==> src/rtl/instr_mem_loader_if.sv <==
// Byte-stream input and instruction-memory write / status bundle for the program loader.
interface instr_mem_loader_if #(
  parameter int ADDR_W = 7
);
  logic              Byte_Valid;
  logic [7:0]        Byte_Data;
  logic              Byte_Ready;
  logic              IM_WE;
  logic [ADDR_W-1:0] IM_WA;
  logic [31:0]       IM_WD;
  logic              CPU_Hold;
  logic              Load_Done;
  logic              Load_Err;

  modport master (
    output Byte_Valid, Byte_Data,
    input  Byte_Ready, IM_WE, IM_WA, IM_WD, CPU_Hold, Load_Done, Load_Err
  );

  modport slave (
    input  Byte_Valid, Byte_Data,
    output Byte_Ready, IM_WE, IM_WA, IM_WD, CPU_Hold, Load_Done, Load_Err
  );
endinterface

==> src/rtl/instr_mem_loader.sv <==
// Framed serial program loader: A5, count lo/hi, 4*N little-endian payload bytes, XOR checksum.
// States: IDLE (wait for A5), CNT_LO/CNT_HI (word count), DATA (payload), CSUM (compare).
module instr_mem_loader #(
  parameter int DEPTH         = 128,
  parameter int ADDR_W        = 7,
  parameter bit HOLD_AT_RESET = 1'b0
) (
  input logic            CLK,
  input logic            RESETn,
  instr_mem_loader_if.slave bus
);
  typedef enum logic [2:0] {S_IDLE, S_CNT_LO, S_CNT_HI, S_DATA, S_CSUM} state_t;

  state_t            state_q, state_d;
  logic [15:0]       cnt_q, cnt_d;
  logic [ADDR_W:0]   word_cnt_q, word_cnt_d;
  logic [1:0]        byte_cnt_q, byte_cnt_d;
  logic [23:0]       asm_q, asm_d;
  logic [7:0]        csum_q, csum_d;
  logic              ready_q, ready_d;
  logic              we_q, we_d;
  logic [ADDR_W-1:0] wa_q, wa_d;
  logic [31:0]       wd_q, wd_d;
  logic              done_q, done_d;
  logic              err_q, err_d;
  logic              hold_q, hold_d;

  logic              accept;
  logic [15:0]       n_cnt;
  logic [15:0]       word_nxt;

  assign accept   = bus.Byte_Valid && ready_q;
  assign n_cnt    = {bus.Byte_Data, cnt_q[7:0]};
  assign word_nxt = 16'(word_cnt_q) + 16'd1;

  always_ff @(posedge CLK or negedge RESETn) begin
    if (!RESETn) begin
      state_q    <= S_IDLE;
      cnt_q      <= '0;
      word_cnt_q <= '0;
      byte_cnt_q <= '0;
      asm_q      <= '0;
      csum_q     <= '0;
      ready_q    <= 1'b0;
      we_q       <= 1'b0;
      wa_q       <= '0;
      wd_q       <= '0;
      done_q     <= 1'b0;
      err_q      <= 1'b0;
      hold_q     <= HOLD_AT_RESET;
    end else begin
      state_q    <= state_d;
      cnt_q      <= cnt_d;
      word_cnt_q <= word_cnt_d;
      byte_cnt_q <= byte_cnt_d;
      asm_q      <= asm_d;
      csum_q     <= csum_d;
      ready_q    <= ready_d;
      we_q       <= we_d;
      wa_q       <= wa_d;
      wd_q       <= wd_d;
      done_q     <= done_d;
      err_q      <= err_d;
      hold_q     <= hold_d;
    end
  end

  always_comb begin
    state_d    = state_q;
    cnt_d      = cnt_q;
    word_cnt_d = word_cnt_q;
    byte_cnt_d = byte_cnt_q;
    asm_d      = asm_q;
    csum_d     = csum_q;
    ready_d    = 1'b1;
    we_d       = 1'b0;
    wa_d       = wa_q;
    wd_d       = wd_q;
    done_d     = done_q;
    err_d      = err_q;
    hold_d     = hold_q;

    if (accept) begin
      unique case (state_q)
        S_IDLE: begin
          if (bus.Byte_Data == 8'hA5) begin
            state_d    = S_CNT_LO;
            done_d     = 1'b0;
            err_d      = 1'b0;
            hold_d     = 1'b1;
            word_cnt_d = '0;
            byte_cnt_d = '0;
            csum_d     = '0;
          end
        end
        S_CNT_LO: begin
          cnt_d[7:0] = bus.Byte_Data;
          state_d    = S_CNT_HI;
        end
        S_CNT_HI: begin
          cnt_d = n_cnt;
          if (n_cnt > 16'(DEPTH)) begin
            err_d   = 1'b1;
            state_d = S_IDLE;
          end else if (n_cnt == 16'd0) begin
            state_d = S_CSUM;
          end else begin
            state_d = S_DATA;
          end
        end
        S_DATA: begin
          csum_d     = csum_q ^ bus.Byte_Data;
          asm_d      = {bus.Byte_Data, asm_q[23:8]};
          byte_cnt_d = byte_cnt_q + 2'd1;
          // Fourth byte completes the word: first byte lands in bits [7:0].
          if (byte_cnt_q == 2'd3) begin
            we_d       = 1'b1;
            wa_d       = word_cnt_q[ADDR_W-1:0];
            wd_d       = {bus.Byte_Data, asm_q};
            word_cnt_d = word_cnt_q + 1'b1;
            if (word_nxt == cnt_q) state_d = S_CSUM;
          end
        end
        S_CSUM: begin
          if (bus.Byte_Data == csum_q) begin
            done_d = 1'b1;
            hold_d = 1'b0;
          end else begin
            err_d = 1'b1;
          end
          state_d = S_IDLE;
        end
        default: state_d = S_IDLE;
      endcase
    end
  end

  assign bus.Byte_Ready = ready_q;
  assign bus.IM_WE      = we_q;
  assign bus.IM_WA      = wa_q;
  assign bus.IM_WD      = wd_q;
  assign bus.CPU_Hold   = hold_q;
  assign bus.Load_Done  = done_q;
  assign bus.Load_Err   = err_q;
endmodule

==> src/flat_wrapper.sv <==
// flat-port wrapper written by rule: the top's interface ports become plain ports
module instr_mem_loader_flat 
#(
  parameter int DEPTH         = 128,
  parameter int ADDR_W        = 7,
  parameter bit HOLD_AT_RESET = 1'b0
)
  (CLK, RESETn, bus_Byte_Valid, bus_Byte_Data, bus_Byte_Ready, bus_IM_WE, bus_IM_WA, bus_IM_WD, bus_CPU_Hold, bus_Load_Done, bus_Load_Err);
  instr_mem_loader_if #(.ADDR_W(ADDR_W)) bus_i ();
  input logic CLK;
  input logic RESETn;
  input wire logic [$bits(bus_i.Byte_Valid)-1:0] bus_Byte_Valid;
  input wire logic [$bits(bus_i.Byte_Data)-1:0] bus_Byte_Data;
  output wire logic [$bits(bus_i.Byte_Ready)-1:0] bus_Byte_Ready;
  output wire logic [$bits(bus_i.IM_WE)-1:0] bus_IM_WE;
  output wire logic [$bits(bus_i.IM_WA)-1:0] bus_IM_WA;
  output wire logic [$bits(bus_i.IM_WD)-1:0] bus_IM_WD;
  output wire logic [$bits(bus_i.CPU_Hold)-1:0] bus_CPU_Hold;
  output wire logic [$bits(bus_i.Load_Done)-1:0] bus_Load_Done;
  output wire logic [$bits(bus_i.Load_Err)-1:0] bus_Load_Err;
  assign bus_i.Byte_Valid = bus_Byte_Valid;
  assign bus_i.Byte_Data = bus_Byte_Data;
  assign bus_Byte_Ready = bus_i.Byte_Ready;
  assign bus_IM_WE = bus_i.IM_WE;
  assign bus_IM_WA = bus_i.IM_WA;
  assign bus_IM_WD = bus_i.IM_WD;
  assign bus_CPU_Hold = bus_i.CPU_Hold;
  assign bus_Load_Done = bus_i.Load_Done;
  assign bus_Load_Err = bus_i.Load_Err;
  instr_mem_loader #(.DEPTH(DEPTH), .ADDR_W(ADDR_W), .HOLD_AT_RESET(HOLD_AT_RESET)) u_core (.CLK(CLK), .RESETn(RESETn), .bus(bus_i));
endmodule
==> config.mk <==
export PLATFORM = sky130hd
export DESIGN_NAME = instr_mem_loader_flat
export DESIGN_NICKNAME = d
export VERILOG_FILES = /design/src/rtl/instr_mem_loader_if.sv /design/src/rtl/instr_mem_loader.sv /design/src/flat_wrapper.sv
export SDC_FILE = /design/constraint.sdc
export NUM_CORES = 1
export LEC_CHECK = 0
export ABC_AREA = 1
export CAP_MARGIN = 20
export CORE_MARGIN = 1
export CORE_UTILIZATION = 50
export CTS_BUF_LIST = sky130_fd_sc_hd__clkbuf_8
export CTS_CLUSTER_DIAMETER = 50
export CTS_CLUSTER_SIZE = 28
export DETAILED_ROUTE_END_ITERATION = 7
export PLACE_DENSITY = 0.73
export SLEW_MARGIN = 20
export SYNTH_ARGS = -nofsm -noshare
export SYNTH_HDL_FRONTEND = slang
export SYNTH_SLANG_ARGS = --single-unit
==> constraint.sdc <==
create_clock -name CLK -period 1.9 [get_ports CLK]
set_input_delay 0.38 -clock CLK [delete_from_list [all_inputs] [get_ports CLK]]
set_output_delay 0.38 -clock CLK [all_outputs]
set_load 0.02 [all_outputs]
==> results.yml, run 1 <==
outcome:
  status: "finished, violations left"
  violations: "design-rule violations"
synthesis:
  seq_area_frac_synth_pct: 57.4
  synthTopCellsByArea: "dfrtp_1 (57%), nand2_1 (12%), o21ai_0 (6.0%)"
  synth-main-ff-cell: "dfrtp_1"
  synth_cells: 513
  ys_types: 31
  synth_nets: 526
  synth_edf_count: 0
  synth-async-reset-ratio_pct: 100
  yosys.area.top_type: "dfrtp_1"
  syn-cell-area_um2: 4570
  yosysWarnings: 0
  ys_seq_elements: 105
  synth_area_per_cell_um2: 8.92
  yosysTopAreaCellShare_pct: 57.4
grt:
  grt_pass1_wl_um: 16300
  antenna_found_initial: 0
  grt_max_degree: 52
  grt_pass1_vias: 3500
  grt_use_total_pct: 21.6
  grt-ovfl-total: 0
layout:
  final_util_pct: 64.5
  areaGrowthSynthToFinish_pct: 24.3
  fill_cells: 733
  fin_area_um2: 5680
  drive_gt1_share_pct: 14.7
  antennaDiodeCount: 0
  nets: 606
die:
  chipWidth_um: 97.7
  core_area_um2: 8810
  dieArea_um2: 9540
  start_util_pct: 51.9
  rows: 34
  ios: 55
  fp.dieH_um: 97.7
cts:
  h-tree-depth: 3
  cts-root-buf: "clkbuf_8"
  tritoncts: "done"
  cts_sinks: 105
  cts_made_buffers: 9
  clockBufferDepth: 2
  clk_pin_slew_worst_paths_ns: 0.10
  clk_latency_ns: 0.37
timing:
  slew_viol_final: 0
  hold_violations: 0
  final.setup.tns_ns: 0
  post-route-min-period_ns: 1.87
  fmax_ghz: 0.533
  fin_worst_skew_ns: 0.0106
  setup_slack_ns: 0.0255
  fin_crit_sh_pct: 98.7
  setup_viol: 0
  rsz0062_at_grt: "true"
setup_path:
  arrival_ns: 2.14
  r2r_start: "u_core.word_cnt_q[0]$_DFFE_PN0P_"
  r2r_end: "u_core.state_q[1]$_DFFE_PN0P_"
  worstSetupPathType: "reg2reg"
  end_kind: "flip-flop"
  critPathLaunchType: "flip-flop"
  worst_r2r_path_depth: 10
  ff2ff_setup_slack_ns: 0.03
  required_ns: 2.17
  crit_fanout: 5
drt:
  drt-initial-drc-count: 218
  drc_errors: 6
  dr.pass1.iters: 7
  vias_per_cell: 5.16
  drt-total-wl_um: 9650
  detail_route.wl_per_cell_um: 13.7
  ant_nets: 0
  via_count: 3642
pwr:
  fin_total_pwr_uw: 6180
  peakVddDrop_mv: 0.657
  p_leak_uw: 0.00278
  powerDensity_nw_per_um2: 1090
placement:
  place_area_um2: 5410
  port_buffers: 54
  dp_slack_ns: -0.170
  hpwl_um: 6750
  gp_congestion: 0.893
flow_run:
  maxCapViolations: 0
min_path:
  hold_path_class: "in2async"
-- flip-flops by register name, summed over array words and instances, names as in the netlist, 2 cells and up --
| register | flops |
|---|---|
| u_core.asm_q | 24 |
| u_core.bus.IM_WA | 7 |
| u_core.bus.IM_WD | 32 |
| u_core.byte_cnt_q | 2 |
| u_core.cnt_q | 16 |
| u_core.csum_q | 8 |
| u_core.state_q | 3 |
| u_core.word_cnt_q | 8 |
-- worst max-delay path, stage by stage (launching register included) --
cell and delay [ns]:
dfrtp_1 0.42, buf_4 0.16, nand3_1 0.15, o21ai_0 0.30
nand3_1 0.14, a21oi_2 0.18, nand3_2 0.12, nand2_2 0.11
nand2_2 0.07, nand2_2 0.09, nand2_2 0.05
-- cells by family (layout without fill, tap and decap cells) --
group | Yosys count | count (layout) | synth area share [%]
AO/OA/AOI/OAI | 105 | 105 | 13.3
XOR/XNOR | 8 | 8 | 1.53
adder cells (fa/ha/maj) | 2 | 2 | 0.547
buffers and inverters | 83 | 168 | 7.77
flip-flops | 105 | 105 | 57.4
other | 1 | 1 | 0.0820
AND/OR/NAND/NOR | 209 | 209 | 19.3
-- how the worst max path moves through the flow --
stage | from | to | slack, ns | cells past startpoint
2_1_floorplan | u_core.word_cnt_q[0]$_DFFE_PN0P_ | u_core.state_q[1]$_DFFE_PN0P_ | 0.24 | 14
3_3_place_gp | bus_Byte_Data[4] | u_core.bus.Load_Done$_DFFE_PN0P_ | -0.08 | 8
3_5_place_dp | bus_Byte_Data[4] | u_core.bus.Load_Done$_DFFE_PN0P_ | -0.17 | 8
4_1_cts | u_core.word_cnt_q[0]$_DFFE_PN0P_ | u_core.state_q[1]$_DFFE_PN0P_ | 0.02 | 14
5_1_grt | u_core.word_cnt_q[0]$_DFFE_PN0P_ | u_core.state_q[1]$_DFFE_PN0P_ | -0.08 | 12
6_report | u_core.word_cnt_q[0]$_DFFE_PN0P_ | u_core.state_q[1]$_DFFE_PN0P_ | 0.03 | 10
-- repair_timing --
item	CTS	global route
gates resized for setup	3	14
endpoints found under the setup margin	3	3
hold endpoints to repair	25	0
setup buffers	1	2
pin swaps	0	12
hold buffers	1	0
-- routing by layer --
layer	vias to the layer above	wire, um	global-route usage, %
met5	-	0	0
li1	1801	-	-
met2	97	4570	33.9
met3	9	381	3.31
met1	1735	4570	30.7
met4	0	128	7.46
-- placed cells by master (no fill, tap or decap) --
| master | instances |
|---|---|
| inv_2 | 5 |
| o211ai_1 | 1 |
| ha_4 | 1 |
| nand3_1 | 26 |
| nand4_1 | 7 |
| o21ai_2 | 9 |
| nor3_1 | 2 |
| nand2_1 | 137 |
| nand2_2 | 7 |
| xor2_1 | 2 |
| dlygate4sd3_1 | 1 |
| nand2_4 | 1 |
| inv_1 | 60 |
| o21ai_0 | 54 |
| nor2_8 | 1 |
| o21ai_1 | 30 |
| clkbuf_8 | 11 |
| clkdlybuf4s50_1 | 53 |
| a21oi_2 | 1 |
| buf_12 | 4 |
| conb_1 | 1 |
| xnor2_1 | 6 |
| or3_1 | 1 |
| ha_1 | 1 |
| o22ai_2 | 6 |
| or2_2 | 1 |
| inv_4 | 1 |
| nor2_4 | 2 |
| nand3_2 | 2 |
| buf_4 | 28 |
| o21bai_1 | 1 |
| nor2_2 | 3 |
| clkinv_4 | 2 |
| inv_6 | 2 |
| buf_6 | 1 |
| nor2_1 | 19 |
| a21oi_1 | 3 |
| dfrtp_1 | 105 |
-- synth_stat cells, types with 2 or more instances --
cell      number
nand2_1      143
dfrtp_1      105
inv_1         60
o21ai_0       55
o21ai_1       29
nand3_1       28
nor2_1        21
clkbuf_1       9
o21ai_2        9
nand4_1        7
o22ai_2        6
xnor2_1        6
a21oi_1        4
buf_6          4
inv_2          4
buf_4          3
buf_1          2
ha_1           2
nor2_2         2
nor3_1         2
xor2_1         2
-- through the flow --
stage | cells | hold WS, ns
global placement | 686 | 0.322
floorplan | 513 | 0.0844
global route | 706 | 0.493
detailed placement | 686 | 0.328
CTS | 704 | 0.464
finish | 706 | 0.463
-- cell type report --
type / instances / area [um2] / share of cell area, %
multi-input combinational: 325 / 1640 / 28.9
clock inverter: 5 / 38.8 / 0.682
timing repair buffer: 87 / 842 / 14.8
tap: 108 / 135 / 2.38
inverter: 65 / 246 / 4.34
clock buffer: 11 / 151 / 2.66
sequential: 105 / 2630 / 46.2
-- where the power goes --
group | internal, uW | total [uW] | switching, uW | leakage (uW)
Sequential | 2790 | 3160 | 365 | 0.00131
Clock | 559 | 1320 | 760 | 0.000102
Combinational | 672 | 1700 | 1030 | 0.00137
Total | 4020 | 6180 | 2150 | 0.00278
Power figures use the tool's default switching activity.
==> inputs of run 2 (changes only) <==
--- a/config.mk
+++ b/config.mk
@@ -8,12 +8,12 @@
 export ABC_AREA = 1
 export CAP_MARGIN = 20
 export CORE_MARGIN = 1
-export CORE_UTILIZATION = 50
+export CORE_UTILIZATION = 58
 export CTS_BUF_LIST = sky130_fd_sc_hd__clkbuf_8
 export CTS_CLUSTER_DIAMETER = 50
 export CTS_CLUSTER_SIZE = 28
 export DETAILED_ROUTE_END_ITERATION = 7
-export PLACE_DENSITY = 0.73
+export PLACE_DENSITY = 0.83
 export SLEW_MARGIN = 20
 export SYNTH_ARGS = -nofsm -noshare
 export SYNTH_HDL_FRONTEND = slang
==> run 2 against run 1 <==
  * The flow now finishes without violations
  * Register-to-register slack improved by 0.04 ns
  * Worst hold slack gained 0.021 ns
  * Global-route usage is 3.9 points higher
  * Critical endpoint is now u_core.state_q[0]$_DFFE_PN0P_
  * Highest routed layer unchanged
==> results.yml, run 2 (synthesis results as in run 1) <==
layout:
  fill_cells: 604
  layout_commonest_cell: "nand2_1"
  antennaDiodeCount: 0
  areaGrowthSynthToFinish_pct: 23.7
  fin_cells: 698
  final_cell_mix: "nand2_1 (138), dfrtp_1 (104), inv_1 (60)"
  largest_reg_flops: 32
  drive_gt1_share_pct: 13.9
  regArea_um2: 2630
  multi_input_area_um2: 1630
  nets: 605
  final_util_pct: 73.6
timing:
  final.setup.tns_ns: 0
  setup_slack_ns: 0.0613
  setup_viol: 0
  rsz0062_at_grt: "true"
  hold_violations: 0
  slew_viol_final: 0
  post-route-min-period_ns: 1.84
  fin_crit_sh_pct: 96.8
  fin_worst_skew_ns: 0.00869
  fmax_ghz: 0.544
cts:
  h-tree-depth: 3
  cts_made_buffers: 9
  clk_pin_slew_worst_paths_ns: 0.10
  clk_latency_ns: 0.36
  cts-root-buf: "clkbuf_8"
  clockBufferDepth: 2
  tritoncts: "done"
  cts_sinks: 105
setup_path:
  r2r_start: "u_core.word_cnt_q[0]$_DFFE_PN0P_"
  critPathLaunchType: "flip-flop"
  startpoint: "u_core.word_cnt_q[0]$_DFFE_PN0P_"
  crit_fanout: 5
  required_ns: 2.16
  end_kind: "flip-flop"
  arrival_ns: 2.10
  worstSetupPathType: "reg2reg"
grt:
  antenna_found_initial: 0
  grt_use_total_pct: 25.4
  grt_pass1_vias: 3557
  grt-ovfl-total: 0
  grt_pass1_wl_um: 16600
  grt_max_degree: 52
placement:
  dp_cells: 679
  gp_congestion: 0.844
  hpwl_um: 6780
  port_buffers: 54
  dp_slack_ns: -0.189
drt:
  drc_errors: 0
  ant_nets: 0
  drt-total-wl_um: 9920
  drt-initial-drc-count: 278
  vias_per_cell: 5.38
  dr.pass1.iters: 5
  via_count: 3752
  detail_route.wl_per_cell_um: 14.2
die:
  dieArea_um2: 8250
  fp.dieH_um: 90.8
  start_util_pct: 59.5
  chipWidth_um: 90.8
  ios: 55
  rows: 32
  core_area_um2: 7690
pwr:
  power.switching_uw: 2200
  switching_share_pct: 35.8
  powerDensity_nw_per_um2: 1080
  seqPwrFrac_pct: 51.8
  peakVddDrop_mv: 0.601
  pwr-share-clk_pct: 20.2
  internal_power_uw: 3940
  p_leak_uw: 0.00279
  p_comb_share_pct: 28.0
min_path:
  min-delay-start: "u_core.asm_q[22]$_DFFE_PN0P_"
  hold_path_class: "reg2reg"
flow_run:
  maxCapViolations: 0
outcome:
  status: "finished, final reports clean"
-- run 2: timing repair --
action | 4_1_cts | 5_1_grt
endpoints found under the hold margin | 30 | 0
cloned | 0 | 0
setup endpoints to repair | 3 | 5
resized for setup | 1 | 19
buffers inserted | 0 | 3
pin swaps | 0 | 3
hold buffers | 1 | 0
-- run 2: layer usage --
| metal | global-route usage [%] | vias up | part of all wire [%] |
|---|---|---|---|
| li1 | - | 1798 | - |
| met1 | 36.1 | 1807 | 45 |
| met2 | 41.2 | 132 | 50 |
| met3 | 3.37 | 15 | 4.4 |
| met4 | 8.07 | 0 | 1.4 |
| met5 | 0 | - | 0 |
-- run 2: worst paths after layout --
path	to	slack [ns]	cells past startpoint
hold / removal	u_core.asm_q[14]$_DFFE_PN0P_	0.48	2
hold reg to reg	u_core.asm_q[14]$_DFFE_PN0P_	0.48	2
min in group asynchronous	u_core.word_cnt_q[0]$_DFFE_PN0P_	0.51	2
setup / recovery	u_core.state_q[0]$_DFFE_PN0P_	0.06	12
setup reg to reg	u_core.state_q[0]$_DFFE_PN0P_	0.06	12
max in group asynchronous	u_core.cnt_q[1]$_DFFE_PN0P_	0.76	3
-- run 2: metrics by stage --
stage	power (uW)	area, um2	hold WS [ns]
floorplan	4250	4570	0.0844
global placement	4680	5400	0.361
detailed placement	4810	5400	0.358
CTS	6050	5580	0.489
global route	6540	5660	0.523
finish	6140	5660	0.484
-- run 2: area by class of cell --
cell class | instances | share of cell area, %
well taps | 102 | 2.26
clock inverters | 6 | 0.796
multi-input cells | 325 | 28.9
flip-flops and latches | 105 | 46.5
inverters | 65 | 4.40
repair buffers | 86 | 15.0
clock buffers | 9 | 2.19
-- run 2: critical path, cell delays in order (launching register included) --
cell,delay (ns)
dfrtp_1,0.44
ha_4,0.17
nand2_2,0.11
o21ai_1,0.24
nand2_1,0.10
nand2_1,0.08
nand2_1,0.05
nor2_1,0.09
nand3_1,0.12
nand2_2,0.13
nand2_2,0.07
nand2_1,0.08
nand2_1,0.05
-- run 2: power groups by stage --
stage               Combinational [uW]  Sequential [uW]  Clock, uW
floorplan                         1120             3130          0
global placement                  1510             3160          0
detailed placement                1610             3200          0
CTS                               1640             3160       1240
global route                      1960             3240       1340
finish                            1720             3180       1240
